$ cat src/rtl/cpu_pkg.sv
// cpu_pkg: types and widths shared by the CPU and its program loader.
// Rev 1.0
`default_nettype none
package cpu_pkg;

  localparam int WORD_W = 16;

  typedef enum logic [2:0] {
    ST_IDLE = 3'd0,
    ST_LEN  = 3'd1,
    ST_DATA = 3'd2,
    ST_CHK  = 3'd3,
    ST_RUN  = 3'd4,
    ST_ERR  = 3'd5
  } loader_state_t;

endpackage
`default_nettype wire

$ cat src/rtl/load_sum.sv
// load_sum: clear/accumulate modular adder for the image checksum.
// Rev 1.0
`default_nettype none
module load_sum
  import cpu_pkg::*;
#(
  parameter int W = WORD_W
) (
  input  logic         clk,
  input  logic         reset,
  input  logic         clr,
  input  logic         acc,
  input  logic [W-1:0] din,
  output logic [W-1:0] sum
);

  always_ff @(posedge clk or negedge reset) begin
    if (!reset)   sum <= '0;
    else if (clr) sum <= '0;
    else if (acc) sum <= sum + din;
  end

endmodule
`default_nettype wire

$ cat src/rtl/code_loader.sv
// code_loader: length-prefixed image loader for code memory; holds the CPU in reset until done.
// Optional trailing checksum word enabled by CODE_LOADER_CHECKSUM_EN. Rev 1.0
`default_nettype none
module code_loader
  import cpu_pkg::*;
#(
  parameter int ADDR_W = 16,
  parameter int DATA_W = WORD_W,
  parameter int DEPTH  = 65535
) (
  input  logic              clk,
  input  logic              reset,
  input  logic              start,
  input  logic [DATA_W-1:0] in_data,
  input  logic              in_valid,
  output logic              in_ready,
  output logic              mem_we,
  output logic [ADDR_W-1:0] mem_addr,
  output logic [DATA_W-1:0] mem_wdata,
  output logic              cpu_run,
  output logic              busy,
  output logic              err
);

  localparam logic [DATA_W:0] DEPTH_L = (DATA_W+1)'(DEPTH);
`ifdef CODE_LOADER_CHECKSUM_EN
  localparam loader_state_t AFTER_DATA = ST_CHK;
`else
  localparam loader_state_t AFTER_DATA = ST_RUN;
`endif

  loader_state_t     state, state_nx;
  logic [ADDR_W-1:0] cnt, cnt_nx, len, len_nx, addr_nx;
  logic [DATA_W-1:0] wdata_nx;
  logic              we_nx, accept;

  assign accept   = in_valid && in_ready;
  assign in_ready = (state == ST_LEN) || (state == ST_DATA) || (state == ST_CHK);
  assign busy     = in_ready;

`ifdef CODE_LOADER_CHECKSUM_EN
  logic              sum_clr, sum_acc;
  logic [DATA_W-1:0] sum;

  load_sum #(.W(DATA_W)) u_sum (
    .clk   (clk),
    .reset (reset),
    .clr   (sum_clr),
    .acc   (sum_acc),
    .din   (in_data),
    .sum   (sum)
  );
`endif

  always_comb begin
    state_nx = state;
    cnt_nx   = cnt;
    len_nx   = len;
    we_nx    = 1'b0;
    addr_nx  = mem_addr;
    wdata_nx = mem_wdata;
`ifdef CODE_LOADER_CHECKSUM_EN
    sum_clr  = 1'b0;
    sum_acc  = 1'b0;
`endif
    if (start) begin
      // Restart beats any same-edge handshake; the offered word is dropped.
      state_nx = ST_LEN;
      cnt_nx   = '0;
`ifdef CODE_LOADER_CHECKSUM_EN
      sum_clr  = 1'b1;
`endif
    end else if (accept) begin
      case (state)
        ST_LEN: begin
          if (in_data == '0) begin
            state_nx = AFTER_DATA;
          end else if ({1'b0, in_data} > DEPTH_L) begin
            state_nx = ST_ERR;
          end else begin
            state_nx = ST_DATA;
            len_nx   = ADDR_W'(in_data);
            cnt_nx   = '0;
          end
        end
        ST_DATA: begin
          we_nx    = 1'b1;
          addr_nx  = cnt;
          wdata_nx = in_data;
          cnt_nx   = cnt + 1'b1;
`ifdef CODE_LOADER_CHECKSUM_EN
          sum_acc  = 1'b1;
`endif
          if (cnt == len - 1'b1) state_nx = AFTER_DATA;
        end
`ifdef CODE_LOADER_CHECKSUM_EN
        ST_CHK: state_nx = (in_data == sum) ? ST_RUN : ST_ERR;
`endif
        default: ;
      endcase
    end
  end

  // cpu_run feeds the CPU reset, so it comes straight from a flop, not a state decode.
  always_ff @(posedge clk or negedge reset) begin
    if (!reset) begin
      state     <= ST_IDLE;
      cnt       <= '0;
      len       <= '0;
      mem_we    <= 1'b0;
      mem_addr  <= '0;
      mem_wdata <= '0;
      cpu_run   <= 1'b0;
      err       <= 1'b0;
    end else begin
      state     <= state_nx;
      cnt       <= cnt_nx;
      len       <= len_nx;
      mem_we    <= we_nx;
      mem_addr  <= addr_nx;
      mem_wdata <= wdata_nx;
      cpu_run   <= (state_nx == ST_RUN);
      err       <= (state_nx == ST_ERR);
    end
  end

endmodule
`default_nettype wire
$ cat config.mk
export PLATFORM = sky130hd
export DESIGN_NAME = code_loader
export DESIGN_NICKNAME = d
export VERILOG_FILES = /design/src/rtl/cpu_pkg.sv /design/src/rtl/load_sum.sv /design/src/rtl/code_loader.sv
export SDC_FILE = /design/constraint.sdc
export NUM_CORES = 1
export LEC_CHECK = 0
export BUFFER_PORTS_ARGS = -buffer_cell sky130_fd_sc_hd__buf_2
export CORE_UTILIZATION = 55
export DETAILED_ROUTE_END_ITERATION = 7
export HOLD_SLACK_MARGIN = 0.02
export PLACE_DENSITY = 0.84
export SLEW_MARGIN = 40
export SYNTH_ARGS = -nofsm -noshare
export SYNTH_HDL_FRONTEND = slang
export SYNTH_SLANG_ARGS = --single-unit
$ cat constraint.sdc
create_clock -name clk -period 3.1 [get_ports clk]
set_clock_uncertainty 0.2 [all_clocks]
set_input_delay 0.155 -clock clk [delete_from_list [all_inputs] [get_ports clk]]
set_output_delay 0.155 -clock clk [all_outputs]
set_load 0.01 [all_outputs]
Word-level counts from Yosys, hierarchy flattened
Cells that the tools add are included.
- input port bits: 20
- RAM bits: 0
- bits in latches: 0
- bits in read-only memories: 0
- register bits: 70
- output and inout port bits: 37
- memories kept: 0
- bitwise operators: 2
- add/subtract/negate cells: 2
- div/mod/pow operators: 0
- muxes and demuxes: 12
- shifts and indexed selects: 0
- reduce and logical (&&, ||, !) cells: 9
- $lt $le $gt $ge: 0
- multiply operators: 0
- equal/unequal tests: 7
- operator list (kind ; count):
    16-bit 2-to-1 mux ; 3
    16-bit one-hot mux with 2 select lines ; 1
    16-bit by 1-bit adder with 16-bit output (second input constant) ; 1
    16-bit == test ; 1
    16-bit zero test ; 1
    16-bit by 1-bit subtractor with 16-bit output (second input constant) ; 1
    3-bit 2-to-1 mux ; 4
    3-bit by 2-bit == test with 1-bit output (second input constant) ; 2
    3-bit == test (second input constant) ; 2
    3-bit one-hot mux with 2 select lines ; 1
    3-bit AND reduction ; 2
    4-bit AND reduction ; 1
    3-bit by 1-bit == test with 1-bit output (second input constant) ; 1
    1-bit 2-to-1 mux ; 3
    3-bit inequality test (second input constant) ; 1
    3-bit nonzero test ; 1
    1-bit logical OR ; 2
    1-bit inverter ; 2
    2-bit nonzero test ; 1
    1-bit logical AND ; 1

Longest topological paths before layout
Gate-level depths: netlist of run 1.
- depth in word-level cells: 7
- depth in mapped cells: 9
- mapped depth without buffers: 8

Least setup slack after synthesis of run 1
OpenSTA, ideal clock, no wires.
- path type: reg2reg
- from: register len[0]
- to: register state[2]
- period minus slack after synthesis: 2785 ps
- cell stages (with the launch flop): 10
- library setup time: 92 ps
- arrival time: 2494 ps
- path slack: 315 ps
- path through: dfrtp_1 inv_1 ha_1 or4b_4 buf_6 nand3_2 nand4_1 or4_4 or3b_1 o31ai_2
- cells in the longest elaborated chain, start to end: 6
- RTL lines (item ; line ; text):
    start: declaration ; code_loader.sv:33 ; logic [ADDR_W-1:0] cnt, cnt_nx, len, len_nx, addr_nx;
    start signal: assignment ; code_loader.sv:118 ; len <= len_nx;
    16-bit by 1-bit subtractor with 16-bit output ; code_loader.sv:94 ; if (cnt == len - 1'b1) state_nx = AFTER_DATA;
    16-bit == test ; code_loader.sv:94 ;
    3-bit 2-to-1 mux ; code_loader.sv:94 ;
    3-bit one-hot mux with 2 select lines ; code_loader.sv:74 ; case (state)
    3-bit 2-to-1 mux ; code_loader.sv:73 ; end else if (accept) begin
    3-bit 2-to-1 mux ; code_loader.sv:66 ; if (start) begin
    via state_nx[2] ; code_loader.sv:32 ; loader_state_t state, state_nx;
    end signal: assignment ; code_loader.sv:116 ; state <= state_nx;
    end: declaration ; code_loader.sv:32 ;
The timed path passes the listed nets, and every way through them passes these cells.
A chain may end at the register's enable or synchronous reset.

Worst setup path after layout of run 1
Ends and elaborated chain as after synthesis.

==> flow_summary_export.csv, run 1 <==
group,metric,value,unit
run_status,outcome,"finished clean",
setup_path,start_point_of_the_critical_path,"len[0]",
sta,post-route-period-util,0.954,
pwr,total_power,3.17,mW
setup_path,slowest_delay,0.57,ns
setup_path,worst_ep_arrival_time,3.01,ns
synthesis,synthesis.yosys.warnings,0,
clocking,cts_made_buffers,9,
global_routing,grt_use_total,0.277,
clocking,clk_latency,0.34,ns
synthesis,synth_common_cells,"nand2_1 (117), dfrtp_1 (70), o21ai_0 (34)",
placed_design,place.gp.congestion,0.984,
sta,number_of_max_slew_violations_in_the_final_report,0,
synthesis,synth-edff-count,0,
synthesis,post_synth_main_area_contributors,"dfrtp_1 (48%), nand2_1 (12%), o21ai_0 (4.7%), mux2_2 (4.0%), xnor2_1 (3.8%)",
synthesis,synth.yosys.seq_area_share,0.480,
sta,timing_hold_violations_final,0,
die,dieArea,6960,µm²
job,max_cap_viol_count,0,
placed_design,place_area,3980,µm²
final_layout,post_route_cell_area,4380,µm²
synthesis,synth.largest_area_cell,"dfrtp_1",
setup_path,timing.rr.start,"len[0]",
global_routing,global_route.overflow_total,0,
die,fp.dieH,83.4,µm
clocking,clkSinkCount,70,
global_routing,first_global_vias,3197,
synthesis,postSynthNetCount,431,
die,row_cnt,29,
final_layout,layout-drive-gt1-share,0.212,
setup_path,path_cells,"inv_1 > ha_1 > or4b_4 > nand3_2 > nand4_1 > or4_4 > or3b_1 > o31ai_2",
global_routing,grt_start_max_net_pins,40,
clocking,cts.htree.levels,3,
clocking,clk_pin_slew,0.07,ns
detailed_routing,route.detailed.drc,0,
die,initial_standard_cell_utilization_of_the_core,0.571,
sta,period_needed,2.96,ns
setup_path,reg2reg_slack,0.14,ns
die,die_x,83.4,µm
detailed_routing,drt_first_iter_violations,254,
synthesis,yosys.cell_types.count,54,
sta,worstMarginPinSlew,0.659,ns
pwr,pwr_density_cell,725,nW/µm²
global_routing,antenna_found_initial,0,
final_layout,layout.core_utilization,0.685,
sta,setup-tns-final,0,ns
pwr,worst_ir_drop_vdd,0.512,mV
die,coreArea,6390,µm²
synthesis,ys_dominant_reg_cell,"dfrtp_1",
sta,hold-worst-slack,0.172,ns
setup_path,worst-path-max-fanout,7,
final_layout,n_antenna_cell,0,
placed_design,port-buffer-count,56,
setup_path,worst-path-buf-inv,1,
detailed_routing,routed-via-count,3266,
detailed_routing,post_drt_via_cell_ratio,5.84,
final_layout,syn2layout_area_growth,20.0,%
synthesis,library_cell_with_the_highest_instance_count_after_synthesis,"nand2_1",
clocking,cts.path.max_buffers,2,
detailed_routing,route.antenna.remaining_nets,0,
setup_path,crit_family,"simple AND/OR/NAND/NOR gates",
sta,slew_headroom,0.558,
sta,max_freq,338,MHz
die,top_level_ports,57,
global_routing,global_route_wire_length_before_repair,15.2,mm
placed_design,detailed_place_hpwl,6.18,mm
setup_path,r2r_cells,8,
sta,setup_viol,0,
clocking,cts_root_buf,"clkbuf_8",
synthesis,netlist_instances,409,
detailed_routing,post_drt_wl_per_cell,16.2,µm
setup_path,crit_slowest_cell,"or4_4",
detailed_routing,wl,9.06,mm
setup_path,type_of_origin_of_the_critical_path,"flop",
synthesis,async_reset_ff_frac,1.00,
setup_path,timing.setup.critical_path_class,"reg -> reg",
setup_path,cp.required,3.15,ns
hold_path,hold_path.class,"in -> async",
setup_path,crit-reg2reg-capture,"state[2]",
synthesis,register_bit_count_reported_by_yosys,70,
clocking,tritoncts,"yes",
detailed_routing,firstDrtPassIters,4,
sta,grt_setup_unrepaired,"false",
setup_path,endpoint_kind,"flop",
final_layout,fin_nets,500,
pwr,power.leakage,2.09,nW
synthesis,postSynthAreaPerCell,8.92,µm²
synthesis,synth.cell_area,3650,µm²
synthesis,yosysTopAreaCellShare,0.480,
## cell type report
class,instances,area (µm²)
sequential,70,1750
tap,77,96.3
clock buffer,11,141
timing repair buffer,83,543
inverter,7,26.3
multi-input combinational,307,1770
clock inverter,4,47.5
fill,502,2010
## worst max-delay path by stage
stage / endpoint / slack (ns) / cells after the start
after floorplan: state[2] / 0.31 / 9
after CTS: cpu_run / 0.12 / 8
final: state[2] / 0.14 / 8
after global placement: cpu_run / 0.28 / 8
after global routing: state[2] / 0.04 / 8
after detailed placement: cpu_run / 0.15 / 8
## what timing repair did
item / 4_1_cts / 5_1_grt
hold buffers: 19 / 0
buffers inserted: 0 / 0
gates resized for setup: 0 / 1
endpoints found under the setup margin: 0 / 2
endpoints found under the hold margin: 105 / 0
## worst min-delay path: stages
cell           delay (ns)
dlygate4sd3_1        0.52
buf_2                0.11
buf_4                0.36
## state kept, by name (all words and copies together) (netlist names)
register	flops
err	1
cnt	16
len	16
mem_we	1
state	3
mem_wdata	16
cpu_run	1
mem_addr	16
## metrics by stage
stage / setup WS (ns) / cells
5_1_grt: 0.0396 / 559
3_5_place_dp: 0.151 / 525
6_report: 0.142 / 559
3_3_place_gp: 0.282 / 525
2_1_floorplan: 0.315 / 409
4_1_cts: 0.124 / 559
## cell families (layout without fill, tap and decap cells)
| logic type | after synthesis | in the layout | synth area share |
|---|---|---|---|
| AND/OR/NAND/NOR | 198 | 198 | 0.250 |
| AO/OA/AOI/OAI | 67 | 67 | 0.119 |
| multiplexers | 15 | 15 | 0.0456 |
| adder cells (fa/ha/maj) | 2 | 2 | 0.00686 |
| flip-flops | 70 | 70 | 0.480 |
| XOR/XNOR | 25 | 25 | 0.0600 |
| buffers and inverters | 32 | 105 | 0.0384 |
## layout by cell type, fill, tap and decap left out, types with 2 or more instances in the layout
cell type        n
or3_1            2
and3_1           3
inv_1            6
o31ai_1          5
ha_1             2
mux2_2          13
dfrtp_1         70
mux2i_1          2
nor4_1          11
o21ai_0         34
clkbuf_8        10
buf_4            7
and2_1           2
or4_1            2
xor2_1           9
nand2b_1         5
nand4_1          7
nor2_1          21
nand2_1        117
nor3_1          10
dlygate4sd3_1   19
o2111ai_1        3
buf_2           56
xnor2_1         16
a211oi_1         5
a21oi_1          2
nand3_1          5
a31oi_1          6
clkinv_2         2
## where the power goes
group / total (mW) / internal (mW) / switching [mW]
Combinational: 1.06 / 0.493 / 0.563
Sequential: 1.40 / 1.13 / 0.264
Clock: 0.722 / 0.387 / 0.335
Total: 3.17 / 2.01 / 1.16
## routing by layer
| metal | GRT usage | vias up | wire length [µm] |
|---|---|---|---|
| met5 | 0 | - | 0 |
| met4 | 0.116 | 0 | 213 |
| met3 | 0.0606 | 21 | 403 |
| met2 | 0.443 | 95 | 4410 |
| met1 | 0.368 | 1596 | 4040 |
| li1 | - | 1554 | - |
Power figures use the tool's default switching activity.
==> run 2, diff against run 1 <==
- BUFFER_PORTS_ARGS: -buffer_cell sky130_fd_sc_hd__buf_2 -> -buffer_cell sky130_fd_sc_hd__clkbuf_2
==> flow_summary_export.csv, run 2 (same netlist as run 1, synthesis figures left out) <==
group,metric,value,unit
pwr,net-switching-power,1.22,mW
placed_design,place_area,3970,µm²
sta,max_freq,332,MHz
sta,setup-tns-final,0,ns
sta,period_needed,3.01,ns
pwr,power.leakage,2.09,nW
clocking,cts_root_buf,"clkbuf_8",
clocking,tritoncts,"yes",
setup_path,endpoint_kind,"flop",
clocking,clkSinkCount,70,
global_routing,grt_start_max_net_pins,41,
detailed_routing,wl,9.25,mm
detailed_routing,firstDrtPassIters,5,
setup_path,r2r_cells,8,
detailed_routing,post_drt_wl_per_cell,16.5,µm
pwr,power.sequential.fraction,0.423,
global_routing,global_route.overflow_total,0,
setup_path,crit_slowest_cell,"or4_4",
clocking,clk_pin_slew,0.08,ns
detailed_routing,route.antenna.remaining_nets,0,
pwr,clkPwrFrac,0.253,
hold_path,hold_path.class,"in -> async",
setup_path,worst-path-max-fanout,7,
die,row_cnt,29,
sta,post-route-period-util,0.970,
job,max_cap_viol_count,0,
pwr,power.combinational.fraction,0.324,
run_status,outcome,"finished clean",
clocking,cts_made_buffers,9,
clocking,cts.path.max_buffers,2,
detailed_routing,post_drt_via_cell_ratio,5.86,
placed_design,place.detailed.instances,523,
setup_path,critical_path_cell_count,8,
sta,setup_viol,0,
setup_path,crit_family,"simple AND/OR/NAND/NOR gates",
final_layout,layout-drive-gt1-share,0.212,
global_routing,grt_use_total,0.278,
die,initial_standard_cell_utilization_of_the_core,0.571,
global_routing,first_global_vias,3095,
placed_design,detailed_place_hpwl,6.16,mm
clocking,cts.htree.levels,3,
setup_path,worst-path-buf-inv,1,
die,coreArea,6390,µm²
die,top_level_ports,57,
setup_path,type_of_origin_of_the_critical_path,"flop",
pwr,power_switching_share,0.371,
final_layout,leading_cell_type_in_the_layout_fill_and_taps_excluded,"nand2_1",
global_routing,global_route_wire_length_before_repair,15.1,mm
setup_path,path_cells,"inv_1 > ha_1 > or4b_4 > nand3_2 > nand4_1 > or4_4 > or3b_1 > o31ai_2",
detailed_routing,routed-via-count,3275,
detailed_routing,route.detailed.drc,0,
placed_design,place.gp.congestion,0.937,
final_layout,finalNonFillerCells,559,
global_routing,antenna_found_initial,0,
sta,timing_hold_violations_final,0,
clocking,clk_latency,0.36,ns
setup_path,slowest_delay,0.57,ns
setup_path,timing.setup.critical_path_class,"reg -> reg",
setup_path,cp.required,3.16,ns
sta,number_of_max_slew_violations_in_the_final_report,0,
setup_path,worst_ep_arrival_time,3.07,ns
final_layout,post_route_cell_area,4400,µm²
final_layout,fin_nets,499,
sta,grt_setup_unrepaired,"false",
sta,worstMarginPinSlew,0.686,ns
pwr,p_int,2.08,mW
die,dieArea,6960,µm²
final_layout,n_antenna_cell,0,
sta,slew_headroom,0.540,
placed_design,port-buffer-count,56,
final_layout,syn2layout_area_growth,20.8,%
final_layout,mostFrequentLayoutCells,"nand2_1 (117), dfrtp_1 (70), clkbuf_2 (55), o21ai_0 (34), nor2_1 (21)",
die,fp.dieH,83.4,µm
die,die_x,83.4,µm
detailed_routing,drt_first_iter_violations,255,
pwr,pwr_density_cell,750,nW/µm²
pwr,worst_ir_drop_vdd,0.540,mV
[run 2: metrics by stage]
step,power [mW],setup slack [ns],hold WS [ns],util
detailed placement,2.42,0.170,0.0586,0.621
floorplan,2.11,0.315,-0.341,-
global placement,2.37,0.279,0.0477,0.621
finish,3.30,0.0923,0.0784,0.690
CTS,3.27,0.145,0.224,0.686
global route,3.48,0.0173,0.116,0.690
[run 2: worst register-to-register path: stages, from the launching register on]
cell,delay [ns]
dfrtp_1,0.44
inv_1,0.11
ha_1,0.26
or4b_4,0.56
nand3_2,0.10
nand4_1,0.09
or4_4,0.57
or3b_1,0.39
o31ai_2,0.20
[run 2: path summary, 6_finish.rpt]
kind,slack [ns],to,from
worst max-delay path,0.09,state[2],len[0]
worst min-delay path,0.08,mem_addr[10],reset
worst max register to register,0.09,state[2],len[0]
worst min register to register,0.28,mem_addr[6],mem_addr[6]
max in group asynchronous,2.08,cnt[0],reset
min in group clk,0.28,mem_addr[6],mem_addr[6]
[run 2: metal layers]
metal | vias up | GRT usage | part of all wire
li1 | 1558 | - | -
met3 | 23 | 0.0795 | 0.061
met1 | 1577 | 0.368 | 0.44
met5 | - | 0 | 0
met2 | 117 | 0.436 | 0.48
met4 | 0 | 0.105 | 0.021
[run 2: cell type report]
class                           instances  area [µm²]
Timing Repair Buffer                   82         542
Multi-Input combinational cell        307        1770
Sequential cell                        70        1750
Fill cell                             504        1980
Inverter                                7        26.3
Tap cell                               77        96.3
Clock buffer                            9         124
Clock inverter                          7        96.3
[run 2: repair_timing]
action / CTS / global route
gates resized for setup: 0 / 1
endpoints found under the setup margin: 0 / 1
hold buffers: 19 / 0
buffers inserted: 0 / 0
hold endpoints to repair: 65 / 0
[run 2: power by group through the flow]
stage	Sequential [mW]	Combinational (mW)	Clock (mW)
2_1_floorplan	1.36	0.744	0
3_3_place_gp	1.38	0.991	0
3_5_place_dp	1.40	1.02	0
4_1_cts	1.39	1.04	0.838
5_1_grt	1.43	1.17	0.875
6_report	1.40	1.07	0.836
==> run 3, diff against run 2 <==
- ABC_AREA: not set -> 1
==> flow_summary_export.csv, run 3 <==
group,metric,value,unit
sta,post-route-period-util,0.759,
final_layout,n_antenna_cell,0,
synthesis,register_bit_count_reported_by_yosys,70,
sta,setup_slack,0.747,ns
final_layout,finalNonFillerCells,627,
detailed_routing,wl,9.01,mm
die,initial_standard_cell_utilization_of_the_core,0.575,
detailed_routing,post_drt_wl_per_cell,14.4,µm
pwr,worst_ir_drop_vdd,0.415,mV
synthesis,async_reset_ff_frac,1.00,
hold_path,hold-path-endpoint,"state[1]",
clocking,cts_root_buf,"clkbuf_8",
sta,grt_setup_unrepaired,"false",
synthesis,yosysTopAreaCellShare,0.474,
synthesis,synth.largest_area_cell,"dfrtp_1",
setup_path,worst_ep_arrival_time,2.37,ns
final_layout,register_area,1750,µm²
final_layout,n_fill_cell,504,
synthesis,library_cell_with_the_highest_instance_count_after_synthesis,"nand2_1",
die,die_x,84.0,µm
clocking,cts.path.max_buffers,2,
detailed_routing,firstDrtPassIters,7,
synthesis,postSynthNetCount,496,
sta,setup-tns-final,0,ns
global_routing,antenna_found_initial,0,
setup_path,worst-path-max-fanout,4,
die,coreArea,6420,µm²
clocking,cts_made_buffers,9,
placed_design,detailed_place_hpwl,6.49,mm
global_routing,first_global_vias,3330,
global_routing,global_route_wire_length_before_repair,15.5,mm
setup_path,crit-reg2reg-capture,"cnt[14]",
sta,period_needed,2.35,ns
setup_path,timing.rr.start,"cnt[1]",
die,fp.dieH,84.0,µm
run_status,failed_checks,"DRC",
clocking,clk_pin_slew,0.07,ns
synthesis,netlist_instances,474,
setup_path,type_of_origin_of_the_critical_path,"flop",
placed_design,place.gp.congestion,0.960,
hold_path,hold_path.class,"in -> reg",
synthesis,postSynthAreaPerCell,7.79,µm²
final_layout,fin_nets,570,
hold_path,min_from,"in_valid",
die,dieArea,7050,µm²
sta,max_freq,425,MHz
job,max_cap_viol_count,0,
die,top_level_ports,57,
synthesis,ys_dominant_reg_cell,"dfrtp_1",
hold_path,timing.hold.worst_path_depth,7,
final_layout,mostFrequentLayoutCells,"nand2_1 (126), dfrtp_1 (70), inv_1 (59), clkbuf_2 (55), o21ai_0 (49)",
detailed_routing,post_drt_via_cell_ratio,5.42,
clocking,tritoncts,"yes",
final_layout,multi_input_comb_area,1640,µm²
global_routing,global_route.overflow_total,0,
synthesis,synthesis.yosys.warnings,0,
global_routing,grt_start_max_net_pins,41,
setup_path,slowest_delay,0.47,ns
final_layout,syn2layout_area_growth,18.5,%
placed_design,port-buffer-count,56,
sta,worstMarginPinSlew,0.705,ns
detailed_routing,routed-via-count,3398,
placed_design,place.detailed.instances,596,
setup_path,reg2reg_slack,0.75,ns
detailed_routing,route.detailed.drc,3,
detailed_routing,route.antenna.remaining_nets,0,
sta,timing_hold_violations_final,0,
synthesis,yosys.cell_types.count,35,
clocking,clk_latency,0.35,ns
synthesis,synth-edff-count,0,
setup_path,endpoint_kind,"flop",
final_layout,leading_cell_type_in_the_layout_fill_and_taps_excluded,"nand2_1",
placed_design,pre_cts_ws,0.801,ns
setup_path,r2r_cells,12,
pwr,power.leakage,2.19,nW
synthesis,post_synth_main_area_contributors,"dfrtp_1 (47%), nand2_1 (13%), o21ai_0 (6.6%), inv_1 (6.0%), nor2_1 (3.7%)",
die,row_cnt,29,
detailed_routing,drt_first_iter_violations,321,
setup_path,worst-path-buf-inv,1,
setup_path,cp.required,3.12,ns
setup_path,crit_slowest_cell,"dfrtp_1",
clocking,clkSinkCount,70,
run_status,outcome,"finished, violations left",
global_routing,grt_use_total,0.280,
pwr,pwr_density_cell,832,nW/µm²
synthesis,synth_common_cells,"nand2_1 (128), dfrtp_1 (70), inv_1 (59)",
setup_path,path_cells,"ha_1 > nand2_1 > nor2_1 > nand2_1 > nor2_1 > nand2_1 > nor2_1 > nand2_1 > nor2_1 > inv_1 > o31ai_1 > o22ai_1",
sta,slew_headroom,0.530,
final_layout,layout-drive-gt1-share,0.198,
setup_path,timing.setup.critical_path_class,"reg -> reg",
clocking,cts.htree.levels,3,
setup_path,crit_family,"simple AND/OR/NAND/NOR gates",
sta,setup_viol,0,
sta,number_of_max_slew_violations_in_the_final_report,0,
synthesis,synth.yosys.seq_area_share,0.474,
synthesis,synth.cell_area,3690,µm²
-- run 3: changes by cell type in the layout (fill, tap and decap cells not counted), sizes merged, moves of 10 or more --
cell   before  now
inv         8   65
nor2       21   53
o21ai      34   58
nand2     117  136
a21oi       2   18
mux2       13    0
nand3       6   17
nor4       11    1
xnor2      16    6
-- run 3: area by class of cell --
| class | count | area share |
|---|---|---|
| clock buffers | 11 | 0.0346 |
| clock inverters | 2 | 0.00229 |
| inverters | 65 | 0.0557 |
| multi-input cells | 325 | 0.375 |
| flip-flops and latches | 70 | 0.400 |
| well taps | 77 | 0.0220 |
| repair buffers | 77 | 0.110 |
-- run 3: routing by layer --
layer  wire, µm  track usage
met5          0            0
met4        233       0.0940
met3        526       0.0633
met2       4380        0.465
met1       3870        0.364
-- run 3: metrics by stage --
step	hold slack, ns	total power [mW]	util	area, µm²
4_1_cts	0.175	3.62	0.681	4380
3_5_place_dp	0.0478	2.96	0.628	4030
2_1_floorplan	-0.341	2.52	-	3690
5_1_grt	0.220	3.92	0.682	4380
6_report	0.181	3.64	0.682	4380
3_3_place_gp	0.0319	2.89	0.628	4030
-- run 3: worst min-delay path, cell delays in order --
cell and delay, ns:
clkbuf_2 0.11, inv_1 0.05, nor2_1 0.04, inv_1 0.10, a21oi_1 0.10, nand2_2 0.10, inv_1 0.04
-- run 3: worst max path at each step --
stage          startpoint       endpoint  slack [ns]  cells past startpoint
2_1_floorplan      len[0]        cpu_run        1.11                     15
3_3_place_gp     state[0]  mem_wdata[12]        0.95                      7
4_1_cts        in_data[6]        len[12]        0.74                     11
5_1_grt            cnt[1]        cnt[14]        0.54                     12
3_5_place_dp       cnt[1]        cnt[14]        0.80                     12
6_report           cnt[1]        cnt[14]        0.75                     12
-- run 3: kinds of logic (layout without fill, tap and decap cells) --
group | after synthesis | after routing | synth area share
adders and majority gates | 2 | 2 | 0.00677
xor gates and xnor gates | 14 | 14 | 0.0332
AOI/OAI and AO/OA | 82 | 82 | 0.115
buffers and inverters | 79 | 155 | 0.0827
DFF | 70 | 70 | 0.474
and+or+nand+nor | 227 | 227 | 0.288
-- run 3: repair_timing --
action,4_1_cts,5_1_grt
endpoints found under the setup margin,0,0
hold buffers,18,0
gates resized for setup,0,0
setup buffers,0,0
hold endpoints to repair,64,0
-- run 3: report_power, final --
part	leakage (nW)	internal (mW)	switching (mW)
registers	0.921	1.20	0.258
clock network	0.0869	0.318	0.329
logic	1.18	0.587	0.947
total	2.19	2.11	1.53
